--- src/rtl/fft_addr_gen.sv ---
// Address and progress tracker for the in-place radix-2 DIT FFT: butterfly/stage counters, load/write counters, twiddle index and registered SRAM address.
// Build option: define FFT_BIT_REVERSE_EN to bit-reverse stage-0 sample reads so input can be stored in natural order.
module fft_addr_gen #(
    parameter int LOG2N        = 4,
    parameter int ADDR_W       = 9,
    parameter int TWIDDLE_BASE = 64
) (
    input  logic              clk,
    input  logic              n_rst,
    input  logic              fft_start,
    input  logic [1:0]        addr_mode,
    input  logic              shift_in_ena,
    input  logic              shift_out_ena,
    input  logic              k_ena,
    input  logic              k_clear,
    input  logic              iteration_ena,
    output logic [ADDR_W-1:0] sram_addr,
    output logic [2:0]        samples_loaded_count,
    output logic              samples_loaded_done,
    output logic              samples_written_done,
    output logic              iteration_done,
    output logic              fft_done,
    output logic [LOG2N-1:0]  stage,
    output logic [LOG2N-2:0]  butterfly
);

    localparam logic [1:0] MODE_IDLE = 2'b00;
    localparam logic [1:0] MODE_RD   = 2'b01;
    localparam logic [1:0] MODE_TW   = 2'b10;
    localparam logic [1:0] MODE_WR   = 2'b11;

    localparam logic [LOG2N-2:0] BFLY_LAST  = '1;
    localparam logic [LOG2N-1:0] STAGE_LAST = LOG2N'(LOG2N - 1);

    logic [LOG2N-1:0]  stage_q;
    logic [LOG2N-2:0]  bfly_q;
    logic [1:0]        load_cnt;
    logic [1:0]        wr_cnt;
    logic [LOG2N-2:0]  k_reg;
    logic              iter_done_q;
    logic              fft_done_q;
    logic [ADDR_W-1:0] addr_q;

    logic [LOG2N-1:0]  b_ext;
    logic [LOG2N-1:0]  half;
    logic [LOG2N-1:0]  pos;
    logic [LOG2N-1:0]  grp;
    logic [LOG2N-1:0]  top_idx;
    logic [LOG2N-1:0]  bot_idx;
    logic [LOG2N-1:0]  top_rd;
    logic [LOG2N-1:0]  bot_rd;
    logic [LOG2N-2:0]  k_idx;
    logic [ADDR_W-1:0] addr_next;
    logic              iter_fire;

`ifdef FFT_BIT_REVERSE_EN
    function automatic logic [LOG2N-1:0] bit_rev(input logic [LOG2N-1:0] v);
        logic [LOG2N-1:0] r;
        r = '0;
        for (int i = 0; i < LOG2N; i++) begin
            r[i] = v[LOG2N-1-i];
        end
        return r;
    endfunction
`endif

    // Butterfly operand and twiddle indices for the current (stage, butterfly)
    always_comb begin
        b_ext   = {1'b0, bfly_q};
        half    = LOG2N'(1) << stage_q;
        pos     = b_ext & (half - 1'b1);
        grp     = b_ext >> stage_q;
        top_idx = (grp << (stage_q + 1'b1)) + pos;
        bot_idx = top_idx + half;
        k_idx   = pos[LOG2N-2:0] << (LOG2N - 1 - stage_q);
`ifdef FFT_BIT_REVERSE_EN
        top_rd  = (stage_q == '0) ? bit_rev(top_idx) : top_idx;
        bot_rd  = (stage_q == '0) ? bit_rev(bot_idx) : bot_idx;
`else
        top_rd  = top_idx;
        bot_rd  = bot_idx;
`endif
    end

    always_comb begin
        addr_next = addr_q;
        case (addr_mode)
            MODE_RD: begin
                if (load_cnt == 2'd0)      addr_next = ADDR_W'(top_rd);
                else if (load_cnt == 2'd1) addr_next = ADDR_W'(bot_rd);
            end
            MODE_TW: addr_next = ADDR_W'(TWIDDLE_BASE) + ADDR_W'(k_reg);
            MODE_WR: begin
                if (wr_cnt == 2'd0)      addr_next = ADDR_W'(top_idx);
                else if (wr_cnt == 2'd1) addr_next = ADDR_W'(bot_idx);
            end
            MODE_IDLE: addr_next = '0;
            default:   addr_next = '0;
        endcase
    end

    // A finished transform ignores further butterfly completions until restarted
    assign iter_fire = iteration_ena && !fft_done_q;

    always_ff @(posedge clk or negedge n_rst) begin
        if (!n_rst) begin
            stage_q     <= '0;
            bfly_q      <= '0;
            load_cnt    <= '0;
            wr_cnt      <= '0;
            k_reg       <= '0;
            iter_done_q <= 1'b0;
            fft_done_q  <= 1'b0;
        end else if (fft_start) begin
            stage_q     <= '0;
            bfly_q      <= '0;
            load_cnt    <= '0;
            wr_cnt      <= '0;
            k_reg       <= '0;
            iter_done_q <= 1'b0;
            fft_done_q  <= 1'b0;
        end else begin
            if (iter_fire)
                load_cnt <= '0;
            else if (shift_in_ena && load_cnt != 2'd3)
                load_cnt <= load_cnt + 2'd1;

            if (iter_fire)
                wr_cnt <= '0;
            else if (shift_out_ena && wr_cnt != 2'd2)
                wr_cnt <= wr_cnt + 2'd1;

            if (k_clear)
                k_reg <= '0;
            else if (k_ena)
                k_reg <= k_idx;

            iter_done_q <= iter_fire && (bfly_q == BFLY_LAST);

            if (iter_fire) begin
                if (bfly_q == BFLY_LAST) begin
                    bfly_q <= '0;
                    if (stage_q == STAGE_LAST) begin
                        stage_q    <= '0;
                        fft_done_q <= 1'b1;
                    end else begin
                        stage_q <= stage_q + 1'b1;
                    end
                end else begin
                    bfly_q <= bfly_q + 1'b1;
                end
            end
        end
    end

    always_ff @(posedge clk or negedge n_rst) begin
        if (!n_rst)
            addr_q <= '0;
        else
            addr_q <= addr_next;
    end

    assign sram_addr            = addr_q;
    assign samples_loaded_count = {1'b0, load_cnt};
    assign samples_loaded_done  = (load_cnt == 2'd3);
    assign samples_written_done = (wr_cnt == 2'd2);
    assign iteration_done       = iter_done_q;
    assign fft_done             = fft_done_q;
    assign stage                = stage_q;
    assign butterfly            = bfly_q;

endmodule

--- config.mk ---
export PLATFORM = sky130hd
export DESIGN_NAME = fft_addr_gen
export DESIGN_NICKNAME = d
export VERILOG_FILES = /design/src/rtl/fft_addr_gen.sv
export SDC_FILE = /design/constraint.sdc
export NUM_CORES = 1
export LEC_CHECK = 0
export BUFFER_PORTS_ARGS = -buffer_cell sky130_fd_sc_hd__buf_2
export CAP_MARGIN = 0
export CORE_AREA = 8 8 72 58
export CTS_CLUSTER_DIAMETER = 30
export CTS_CLUSTER_SIZE = 25
export DETAILED_ROUTE_END_ITERATION = 7
export DIE_AREA = 0 0 80 66
export GPL_TIMING_DRIVEN = 0
export MAX_ROUTING_LAYER = met4
export PLACE_DENSITY = 0.76
export SLEW_MARGIN = 20
export SYNTH_ARGS = -nofsm -noshare
export SYNTH_HDL_FRONTEND = slang
export SYNTH_SLANG_ARGS = --single-unit
--- constraint.sdc ---
create_clock -name clk -period 4.3 [get_ports clk]
set_clock_uncertainty 0.15 [all_clocks]
set_input_delay 0.215 -clock clk [delete_from_list [all_inputs] [get_ports clk]]
set_output_delay 0.215 -clock clk [all_outputs]
set_load 0.01 [all_outputs]
# Word-level counts from Yosys, hierarchy flattened
# Cells that the tools add are included.
# Widths: inputs -> output; s select.
dict set report word_totals {
  ff_bits 25
  in_bits 10
  out_inout_bits 23
  word_cells 78
}
dict set report classes {
  add_sub_neg 9
  n_eq_ne 13
  shift 4
  n_mux 26
  bitwise_logic 1
  n_reduce_logical 17
}
# cell count
set ops {}
lappend ops {{$mux 9} 4}
lappend ops {{$pmux 9 s4} 1}
lappend ops {{$shl 3x32->3} 1}
lappend ops {{$mux 3} 6}
lappend ops {{$mux 4} 4}
lappend ops {{$mux 2} 6}
lappend ops {{$reduce_bool 3->1} 3}
lappend ops {{$add 4x4->4} 2}
lappend ops {{$add 7x3->8 const A} 1}
lappend ops {{$eq 2x2->1 const B} 4}
lappend ops {{$eq 2x1->1 const B} 3}
lappend ops {{$logic_not 2->1} 3}
lappend ops {{$ne 3x3->1 const B} 2}
lappend ops {{$reduce_bool 2->1} 3}
lappend ops {{$mux 1} 5}
lappend ops {{$sub 2x4->5 const A} 1}
lappend ops {{$add 2x1->2 const B} 2}
lappend ops {{$add 4x1->4 const B} 1}
lappend ops {{$and 3x4->4} 1}
lappend ops {{$eq 4x2->1 const B} 1}
lappend ops {{$logic_and 1x1->1} 4}
lappend ops {{$ne 2x2->1 const B} 2}
lappend ops {{$reduce_and 2->1} 2}
lappend ops {{$shl 1x4->4 const A} 1}
lappend ops {{other kinds (7)} 7}

# Logic depth before layout (Yosys ltp)
# Gate-level depths: netlist of run 1.
dict set report depth {
  ltp_word 8
  ltp_mapped 14
  mapped_depth_nobuf 14
}

# Least setup slack after synthesis of run 1
# Ideal clock, no wire load.
dict set report synth_path {
  path_kind {flip-flop to flip-flop}
  startpoint {register stage_q[3], in the netlist stage[3]}
  endpoint {register addr_q[3], in the netlist sram_addr[3]}
  setup_time_ps 82
  t_arrival_ps 3288
  required_time_ps 4068
  setup_slack_ps 780
  path_stages_with_launch 15
  n_path_buf 0
  period_less_slack_ps 3520
  path_cell_list {dfrtp_1 -> or2_1 -> nor3_1 -> inv_1 -> ha_1 -> nor2b_1 -> inv_1 -> fa_1 -> xnor2_1 -> ha_1 -> a21oi_2 -> a211oi_1 -> a31oi_1 -> xnor3_1 -> o22ai_2}
}
dict set report synth_via {
  elab_chain_len 8
  elab_cells_between_ends 13
  classes_between {4 x add/sub; 3 x shift; 5 x mux; 1 x bitwise}
}
# element line_no
set synth_rtl {}
lappend synth_rtl {{start, declared} 35} ;# logic [LOG2N-1:0] stage_q;
lappend synth_rtl {{start signal, assigned} 147} ;# stage_q <= stage_q + 1'b1;
lappend synth_rtl {{branches (longest 7 deep; another with $add 4x1->4)} -}
lappend synth_rtl {{$pmux 9 s4 (*)} 87} ;# case (addr_mode)
lappend synth_rtl {{end signal, assigned} 160} ;# addr_q <= addr_next;
lappend synth_rtl {{end, declared} 42} ;# logic [ADDR_W-1:0] addr_q;
# Mark *: on every way between the ends. The select of a mux whose other input is x is not followed.
# A chain may end at the register's enable or synchronous reset.

# Worst setup path after layout of run 1
# Ends and elaborated chain as after synthesis.

==> summary.md, run 1 <==
| Metric | Value |
|---|---|
| Setup bufs post-CTS | 0 |
| Post-synth top area share | 33.65% |
| Critical Path Sink Type | flip-flop |
| Vias per inst | 5.088 |
| Largest net degree at the start of global routing | 22 |
| Worst Path Arrival | approximately 4.0 ns |
| TritonCTS Sinks | 21 |
| Clk_lat worst skew | around 0.26 ns |
| Antenna violations before repair | 0 |
| Vias in the first global route | roughly 1,200 |
| Die Y | between 60 and 70 µm |
| Synth Area in Compound Gates | between 10% and 20% |
| WL final | between 3000 and 4000 µm |
| Commonest non-fill, non-tap cell in the layout | buf_2 |
| Required time of the critical path | 4.34 ns |
| Ant diodes | 0 |
| Post-synth top area cell | dfrtp_1 |
| Status | completed |
| Setup TNS | 0 ns |
| Adder and majority cell fraction of the synthesized area | roughly 15% |
| Cell variety after synth | 42 |
| Worst Setup Path Type | reg -> reg |
| Simple-Gate Fraction of Synth Area | a little over 20% |
| Most frequent cells in the layout | buf_2 (28), nor2_1 (24), dfrtp_1 (21) |
| Post-Synth XOR/XNOR Area | under 10% |
| Core box area | ~3100 µm² |
| Starting Density | between 50% and 60% |
| Critical Path Fanout Max | 5 |
| FILL cells | 284 |
| Vias | around 1,300 |
| MaxCap Viol Count | 0 |
| Post-DP HPWL | 2626 µm |
| Max reg flops | 5 |
| Peak supply drop | 199.6 µV |
| Max-slew headroom | 61.07% |
| Final ANT Viol Nets | 0 |
| GRT Overall Usage | 13.21% |
| Final min period | just under 4 ns |
| First-pass GRT wire length | between 5000 and 6000 µm |
| Synth Warn # | 0 |
| Router iterations before antenna repair | 4 |
| Post-layout net count | around 240 |
| Synth area leaders | dfrtp_1 (34%), ha_1 (13%), nor2_1 (5.8%) |
| Main combinational cell family by area after synthesis | simple AND/OR/NAND/NOR gates |
| Num CTS Buffers | 3 |
| Synth Instances | 172 |
| Gpl congestion | just under 0.9 |
| Sequential cell area fraction in the yosys report | approximately 34% |
| Grt ovf | 0 |
| Worst Tran Pin Value | 0.5801 ns |
| DR WL/cell | approximately 13 µm |
| Post-synth ARST share | 100.0% |
| Post-synthesis mux area share | about 4.6% |
| H-tree depth | 1 |
| Power Total | around 0.00041 W |
| Die Width | about 80 µm |
| Flops & latches, synth | 21 |
| Layout area overhead | 17.07% |
| Syn Area/Cell | a little over 9 µm² |
| Crit path cell chain | or2_1 > nor3_1 > inv_1 > ha_1 > nor2b_1 > inv_1 > fa_1 > xnor2_1 > ha_1 > a21oi_2 > a211oi_1 > a31oi_1 > xnor3_1 > o22ai_2 |
| CP peak stage delay | ~0.46 ns |
| Final Hold Viols | 0 |
| Startpoint types | flip-flop |
| Fraction of layout cells with a size suffix above 1 | between 20% and 30% |
| Worst min path class | in -> reg |
| CP delay by family, top | adder cells |
| Residual DRC | 0 |
| Mapped cell area | approximately 1600 µm² |
| Pleak | between 0.9 and 1 nW |
| IO Port Bufs | 27 |
| Buf+Inv Stages, Crit Path | 2 |
| Clock-pin slew on the worst setup and hold paths | ~0.08 ns |
| Max-slew violations | 0 |
| Post-synth EDFFs | 0 |
| Clock Path Buffers | 2 |
| Main flop type after synthesis | dfrtp_1 |
| Pwr/cell area | between 200 and 250 nW/µm² |
| Initial DRC count | 47 |
| Die area | between 5000 and 6000 µm² |
| Unrepaired setup endpoints after global routing | false |
| Critical path's slowest cell | xnor3_1 |
| Number of top-level pins | 33 |
| Cell Rows | 18 |
| Final worst path period share | between 90 and 100% |
| Setup violators final | 0 |
| Root Driver | clkbuf_8 |
| CTS tree | yes |
| Fmax | around 0.25 GHz |
==> area by class of cell <==
| class | count | area, µm² | area share (%) |
|---|---|---|---|
| well taps | 40 | 50.05 | 2.738 |
| repair buffers | 29 | 155.1 | 8.487 |
| clock buffers | 3 | 41.29 | 2.259 |
| flip-flops and latches | 21 | 525.5 | 28.75 |
| clock inverters | 1 | 5.005 | 0.2738 |
| multi-input cells | 133 | 944.7 | 51.68 |
| plain buffers | 9 | 57.56 | 3.149 |
| inverters | 13 | 48.80 | 2.669 |
==> cell families after synthesis <==
family | Yosys count
DFF | 21
and+or+nand+nor | 64
muxes | 7
other | 1
xor gates and xnor gates | 11
adders and majority gates | 18
buffers and inverters | 22
AOI/OAI and AO/OA | 28
==> report_power, final <==
| group | switching, W | internal [W] |
|---|---|---|
| Sequential | 0.00000618 | 0.000204 |
| Clock | 0.0000683 | 0.0000647 |
| Combinational | 0.0000370 | 0.0000297 |
| Total | 0.000112 | 0.000298 |
==> cell usage after synthesis, types with 3 or more instances <==
library cell,count
nor2_1,24
dfrtp_1,21
ha_1,16
inv_1,12
a21oi_1,10
nor2b_1,10
nand2_1,8
nor3_1,7
buf_4,6
xnor2_1,6
mux2i_1,5
a22oi_1,4
xor2_1,4
a31oi_1,3
and2_1,3
==> worst paths after layout <==
| kind | startpoint | to | slack, ns | depth (start not counted) |
|---|---|---|---|---|
| worst max register to register | stage[3] | sram_addr[3] | 0.35 | 14 |
| max in group asynchronous | n_rst | iteration_done | 3.40 | 2 |
| worst min register to register | sram_addr[6] | sram_addr[6] | 0.38 | 2 |
| min in group asynchronous | n_rst | sram_addr[3] | 0.28 | 2 |
| worst max-delay path | stage[3] | sram_addr[3] | 0.35 | 14 |
| worst min-delay path | fft_start | k_reg[0] | 0.03 | 2 |
==> metrics by stage <==
step	util [%]	hold slack (ns)	area [µm²]	std cells	setup WS (ns)
floorplan	-	-0.2306	1577	176	0.7802
detailed placement	56.68	0.04628	1762	243	0.3806
global route	58.82	0.03118	1828	249	0.01445
global placement	56.68	0.03885	1762	243	0.4036
CTS	58.82	0.02688	1828	249	0.3414
finish	58.82	0.02857	1828	249	0.3529
==> per-layer routing <==
metal | vias to the layer above | global-route usage, % | part of all wire (%)
met5 | - | - | 0
met4 | 0 | 2.715 | 0.61
met1 | 589 | 16.24 | 49
met3 | 4 | 3.804 | 5.5
li1 | 648 | - | -
met2 | 26 | 21.05 | 45
==> what timing repair did <==
| item | in CTS | in global routing |
|---|---|---|
| setup endpoints to repair | 0 | 0 |
| hold buffers | 2 | 0 |
| resized for setup | 0 | 0 |
| hold endpoints to repair | 22 | 0 |
No activity file was read; power rests on OpenSTA's default activity.
==> run 2: changes to the inputs <==
Settings changed: CORE_AREA 8 8 72 58 to 8 8 50 83, DIE_AREA 0 0 80 66 to 0 0 58 91.
==> run 2 against run 1 <==
Net effect:
- via count up 0.32%
- routed wire length down 0.82%
- largest cell class unchanged
- total power down 1.1%
- highest routed layer unchanged
- clock-buffer cell count up 1
- sequential power about the same
- first-iteration DRC count down 55%
- combinational power up 0.6%
- largest power group unchanged
- sequential share of layout area up 0.079 points
==> summary.md, run 2 (synthesis results as in run 1) <==
| Metric | Value |
|---|---|
| Final ANT Viol Nets | 0 (unchanged) |
| Setup TNS | 0 ns (unchanged) |
| Fraction of layout cells with a size suffix above 1 | 20.95% (was 21.53%) |
| Hold path depth | 3 (was 2) |
| MaxCap Viol Count | 0 (unchanged) |
| Pleak | 0.9702 nW (was 0.9688 nW) |
| Worst min path class | in -> reg (unchanged) |
| Setup violators final | 0 (unchanged) |
| Hold Path End | sram_addr[3] (was k_reg[0]) |
| Clock Path Buffers | 2 (unchanged) |
| Worst R2R End | sram_addr[3] (unchanged) |
| Max-slew violations | 0 (unchanged) |
| Gr busiest metal | met2 (unchanged) |
| Clock-pin slew on the worst setup and hold paths | 0.07 ns (was 0.08 ns) |
| Residual DRC | 0 (unchanged) |
| R2r startpoint | stage[2] (was stage[3]) |
| Gpl congestion | 0.9125 (was 0.8692) |
| Finished layout cell area | 1823 µm² (was 1828 µm²) |
| Worst Path Arrival | 3.90 ns (was 3.99 ns) |
| IO Port Bufs | 27 (unchanged) |
| Vias per inst | 5.318 (was 5.088) |
| Root Driver | clkbuf_8 (unchanged) |
| Num CTS Buffers | 3 (unchanged) |
| GRT Overall Usage | 13.83% (was 13.21%) |
| Startpoint types | flip-flop (unchanged) |
| Cell Rows | 27 (was 18) |
| Ant diodes | 0 (unchanged) |
| Final worst-path setup slack | 0.4355 ns (was 0.3529 ns) |
| Required time of the critical path | 4.34 ns (about the same) |
| Grt ovf | 0 (unchanged) |
| CTS tree | yes (unchanged) |
| Fmax | 0.2588 GHz (was 0.2533 GHz) |
| Core box area | 3040 µm² (was 3108 µm²) |
| Number of top-level pins | 33 (unchanged) |
| Vias | 1,271 (was 1,267) |
| Peak supply drop | 210.6 µV (was 199.6 µV) |
| Vias in the first global route | 1,317 (was 1,210) |
| H-tree depth | 1 (unchanged) |
| Router iterations before antenna repair | 4 (unchanged) |
| Final min period | 3.865 ns (was 3.947 ns) |
| Unrepaired setup endpoints after global routing | false (unchanged) |
| Starting Density | 51.36% (was 50.24%) |
| Die Y | 91 µm (was 66 µm) |
| Largest net degree at the start of global routing | 22 (unchanged) |
| Grt met3 use | 1.977% (was 3.804%) |
| Worst Setup Path Type | reg -> reg (unchanged) |
| WL final | 3265 µm (was 3292 µm) |
| Most frequent cells in the layout | buf_2 (28), nor2_1 (24), dfrtp_1 (21) (unchanged) |
| Met2 GRT Util | 25.37% (was 21.05%) |
| DR WL/cell | 13.66 µm (was 13.22 µm) |
| Die area | 5278 µm² (was 5280 µm²) |
| Critical Path Sink Type | flip-flop (unchanged) |
| Setup bufs post-CTS | 0 (unchanged) |
| Initial DRC count | 21 (was 47) |
| Post-layout net count | 239 (was 238) |
| Setup slack at placement | 0.3990 ns (was 0.3806 ns) |
| Clk_lat worst skew | 0.26 ns (about the same) |
| Met1 Track Usage GR | 13.89% (was 16.24%) |
| Antenna violations before repair | 0 (unchanged) |
| Commonest non-fill, non-tap cell in the layout | buf_2 (unchanged) |
| Worst Tran Pin Value | 0.5699 ns (was 0.5801 ns) |
| Final Hold Viols | 0 (unchanged) |
| TritonCTS Sinks | 21 (unchanged) |
| Status | completed (unchanged) |
| Layout area overhead | 16.75% (was 17.07%) |
| Placed Area | 1748 µm² (was 1762 µm²) |
| Final hold slack | 0.1141 ns (was 0.02857 ns) |
| Max-slew headroom | 61.75% (was 61.07%) |
| Post-DP HPWL | 2641 µm (was 2626 µm) |
| Critical Path Fanout Max | 7 (was 5) |
| Flop-to-flop setup slack | 0.44 ns (was 0.35 ns) |
| Max reg flops | 5 (unchanged) |
| Die Width | 58 µm (was 80 µm) |
| HP Start | addr_mode[0] (was fft_start) |
| First-pass GRT wire length | 5706 µm (was 5457 µm) |
| Worst reg-to-reg path cell count | 14 (unchanged) |
| Final worst path period share | 89.87% (was 91.79%) |
| Pwr/cell area | 222.1 nW/µm² (was 224.0 nW/µm²) |
==> run 2: cell types whose count changed in the layout (fill, tap and decap cells not counted), sizes merged <==
cell / previous run / this run
dlygate4sd3: 2 / 3
clkbuf: 5 / 6
clkinv: 1 / 0
==> run 2: how the worst max path moves through the flow <==
stage | from | to | slack [ns] | cells after the start
6_report | stage[2] | sram_addr[3] | 0.44 | 14
5_1_grt | stage[2] | sram_addr[3] | 0.13 | 14
4_1_cts | stage[2] | sram_addr[3] | 0.36 | 14
3_5_place_dp | stage[2] | sram_addr[3] | 0.40 | 14
3_3_place_gp | stage[2] | sram_addr[3] | 0.45 | 14
2_1_floorplan | stage[3] | sram_addr[3] | 0.78 | 14
==> run 2: area by class of cell <==
class,instances,area [µm²]
multi-input combinational,133,944.7
inverter,13,48.80
sequential,21,525.5
timing repair buffer,30,165.2
tap,29,36.28
buffer,9,57.56
fill,295,1217
clock buffer,4,45.04
==> run 2: through the flow <==
stage | instances | util, % | power [W]
5_1_grt | 239 | 59.96 | 0.0004249
3_3_place_gp | 232 | 57.49 | 0.0002784
3_5_place_dp | 232 | 57.49 | 0.0002798
2_1_floorplan | 176 | - | 0.0002552
4_1_cts | 239 | 59.96 | 0.0004104
6_report | 239 | 59.96 | 0.0004048
==> run 2: routing by layer <==
| layer | up-vias | wire [µm] |
|---|---|---|
| met3 | 5 | 63 |
| li1 | 651 | - |
| met5 | - | 0 |
| met4 | 0 | 61 |
| met2 | 20 | 1808 |
| met1 | 595 | 1332 |
==> run 2: worst max-delay path, cell delays in order (launching register included) <==
cell	delay, ns
dfrtp_1	0.44
or2_1	0.30
nor3_1	0.29
inv_1	0.08
ha_1	0.27
nor2b_1	0.23
inv_1	0.12
fa_1	0.45
xnor2_1	0.22
ha_1	0.31
a21oi_2	0.15
a211oi_1	0.08
a31oi_1	0.16
xnor3_1	0.45
o22ai_2	0.10
==> run 2: where the power goes <==
part           switching (W)  internal, W
combinational      0.0000368    0.0000303
sequential        0.00000630     0.000204
clock              0.0000616    0.0000660
==> run 2: what timing repair did <==
| item | 4_1_cts | 5_1_grt |
|---|---|---|
| hold buffers | 3 | 0 |
| endpoints found under the setup margin | 0 | 0 |
| endpoints found under the hold margin | 24 | 0 |
| resized for setup | 0 | 0 |
==> run 3: changes to the inputs <==
Settings changed: CORE_AREA 8 8 50 83 to 2 2 43 75, CTS_BUF_LIST from default to sky130_fd_sc_hd__clkbuf_2, DIE_AREA 0 0 58 91 to 0 0 45 77, PLACE_DENSITY 0.76 to 0.8.
==> run 3 against run 2 <==
Net effect:
- worst hold slack got worse by 0.098 ns
- via count up 3.5%
- largest cell class unchanged
- sequential share of layout area up 0.42 points
- critical path type unchanged
- non-clock buffer count stayed put
- highest routed layer unchanged
- largest power group unchanged
- sequential power hardly changed
- global-route usage up 8.2 points
- total power shrank 11%
==> summary.md, run 3 (synthesis results as in run 1) <==
| Metric | Value |
|---|---|
| Status | completed (unchanged) |
| Sequential share of power | 58.2% (was 51.9%) |
| Die Width | 45 µm (was 58 µm) |
| P_sw | 0.0001061 W (was 0.0001047 W) |
| Final Hold Viols | 0 (unchanged) |
| Startpoint types | flip-flop (unchanged) |
| Worst Path Arrival | 4.01 ns (was 3.90 ns) |
| Root Driver | clkbuf_2 (was clkbuf_8) |
| Final ANT Viol Nets | 0 (unchanged) |
| Largest net degree at the start of global routing | 22 (unchanged) |
| CTS resizes | 0 (unchanged) |
| Setup TNS | 0 ns (unchanged) |
| Clock Power Share | 23.1% (was 31.5%) |
| Placed Area | 1747 µm² (was 1748 µm²) |
| Power Total | 0.0003613 W (was 0.0004048 W) |
| CTS tree | yes (unchanged) |
| Peak supply drop | 190.5 µV (was 210.6 µV) |
| Critical path's slowest cell | dfrtp_1 (was fa_1) |
| Clock-pin slew on the worst setup and hold paths | 0.21 ns (was 0.07 ns) |
| Internal | 0.0002553 W (was 0.0003001 W) |
| Post-DP HPWL | 2553 µm (was 2641 µm) |
| Post-layout net count | 239 (unchanged) |
| CP peak stage delay | 0.48 ns (was 0.45 ns) |
| WL final | 3191 µm (was 3265 µm) |
| Commonest non-fill, non-tap cell in the layout | buf_2 (unchanged) |
| Unrepaired setup endpoints after global routing | false (unchanged) |
| Initial DRC count | 36 (was 21) |
| FILL cells | 254 (was 295) |
| Die Y | 77 µm (was 91 µm) |
| Final worst path period share | 90.25% (was 89.87%) |
| Combinational share of power | 18.7% (was 16.6%) |
| Pwr/cell area | 201.1 nW/µm² (was 222.1 nW/µm²) |
| Setup violators final | 0 (unchanged) |
| Vias | 1,316 (was 1,271) |
| Starting Density | 54.55% (was 51.36%) |
| Most frequent cells in the layout | buf_2 (28), nor2_1 (24), dfrtp_1 (21) (unchanged) |
| Final min period | 3.881 ns (was 3.865 ns) |
| MaxCap Viol Count | 0 (unchanged) |
| Max-slew violations | 0 (unchanged) |
| Final core occ | 62.76% (was 59.96%) |
| Pleak | 0.9639 nW (was 0.9702 nW) |
| Fmax | 0.2577 GHz (was 0.2588 GHz) |
| Clock Path Buffers | 2 (unchanged) |
| Gpl congestion | 0.8206 (was 0.9125) |
| Num CTS Buffers | 3 (unchanged) |
| Max reg flops | 5 (unchanged) |
| Core box area | 2863 µm² (was 3040 µm²) |
| Critical Path Fanout Max | 7 (unchanged) |
| Clk_lat worst skew | 0.32 ns (was 0.26 ns) |
| Crit path cell chain | or2_1 > nor3_1 > inv_1 > ha_1 > nor2b_1 > inv_1 > fa_1 > xnor2_1 > ha_1 > a21oi_2 > a211oi_1 > a31oi_1 > xnor3_1 > o22ai_2 (unchanged) |
| First-pass GRT wire length | 5630 µm (was 5706 µm) |
| Required time of the critical path | 4.43 ns (was 4.34 ns) |
| Sw Share | 29.35% (was 25.87%) |
| Grt ovf | 0 (unchanged) |
| Ant diodes | 0 (unchanged) |
| Router iterations before antenna repair | 4 (unchanged) |
| Vias in the first global route | 1,315 (was 1,317) |
| Final hold slack | 0.01609 ns (was 0.1141 ns) |
| Vias per inst | 5.529 (was 5.318) |
| Worst Setup Path Type | reg -> reg (unchanged) |
| TritonCTS Sinks | 21 (unchanged) |
| GRT Overall Usage | 22.04% (was 13.83%) |
| Layout area overhead | 15.06% (was 16.75%) |
| Number of top-level pins | 33 (unchanged) |
| Max-slew headroom | 59.06% (was 61.75%) |
| Antenna violations before repair | 0 (unchanged) |
| Cell Rows | 26 (was 27) |
| Fraction of layout cells with a size suffix above 1 | 21.43% (was 20.95%) |
| Worst min path class | in -> reg (unchanged) |
| Worst Tran Pin Value | 0.6100 ns (was 0.5699 ns) |
| DR WL/cell | 13.41 µm (was 13.66 µm) |
| Residual DRC | 0 (unchanged) |
| Critical Path Sink Type | flip-flop (unchanged) |
| H-tree depth | 1 (unchanged) |
| IO Port Bufs | 27 (unchanged) |
| Finished layout cell area | 1797 µm² (was 1823 µm²) |
| Die area | 3465 µm² (was 5278 µm²) |
==> run 3: cell types whose count changed in the layout (fill, tap and decap cells not counted) <==
cell	before	now
clkinv_2	0	1
clkbuf_1	3	2
clkbuf_8	3	0
clkbuf_2	0	3
==> run 3: critical path, delay by kind of cell, from the launching register on <==
family                     cells  cell delay, ns
adders and majority gates      3            1.04
and+or+nand+nor                3            0.78
DFF                            1            0.48
buffers and inverters          2            0.20
AOI/OAI and AO/OA              4            0.48
xor gates and xnor gates       2            0.69
==> run 3: worst paths after layout <==
path / startpoint / to / slack, ns / depth (start not counted)
worst max-delay path: stage[2] / sram_addr[3] / 0.42 / 14
worst min-delay path: addr_mode[0] / sram_addr[3] / 0.02 / 3
worst max register to register: stage[2] / sram_addr[3] / 0.42 / 14
worst min register to register: fft_done / fft_done / 0.40 / 2
max in group asynchronous: n_rst / stage[1] / 3.48 / 2
min in group asynchronous: n_rst / wr_cnt[1] / 0.18 / 2
==> run 3: timing repair <==
item	CTS	global route
hold buffers	3	0
setup buffers	0	0
endpoints found under the hold margin	24	0
==> run 3: layer usage <==
| layer | global-route usage [%] | part of all wire [%] | vias to the layer above |
|---|---|---|---|
| met2 | 36.57 | 56 | 24 |
| li1 | - | - | 652 |
| met3 | 2.118 | 1.7 | 11 |
| met5 | - | 0 | - |
| met1 | 25.08 | 39 | 629 |
| met4 | 11.18 | 3.5 | 0 |
==> run 3: cell type report <==
type	instances	area, µm²	share of cell area, %
well taps	28	35.03	1.950
flip-flops and latches	21	525.5	29.25
plain buffers	9	57.56	3.203
multi-input cells	133	944.7	52.58
clock inverters	1	5.005	0.2786
inverters	13	48.80	2.716
repair buffers	30	165.2	9.192
clock buffers	3	15.01	0.8357
==> run 3: power groups by stage <==
| stage | clock, W | combinational [W] | sequential [W] |
|---|---|---|---|
| CTS | 0.0000858 | 0.0000685 | 0.000210 |
| global placement | 0 | 0.0000639 | 0.000214 |
| finish | 0.0000834 | 0.0000677 | 0.000210 |
| global route | 0.0000913 | 0.0000775 | 0.000211 |
| floorplan | 0 | 0.0000397 | 0.000216 |
| detailed placement | 0 | 0.0000660 | 0.000214 |
==> run 3: stage by stage <==
stage / std cells / setup WS, ns
floorplan: 176 / 0.7802
global placement: 231 / 0.4646
detailed placement: 231 / 0.4225
CTS: 238 / 0.3895
global route: 238 / 0.1379
finish: 238 / 0.4193
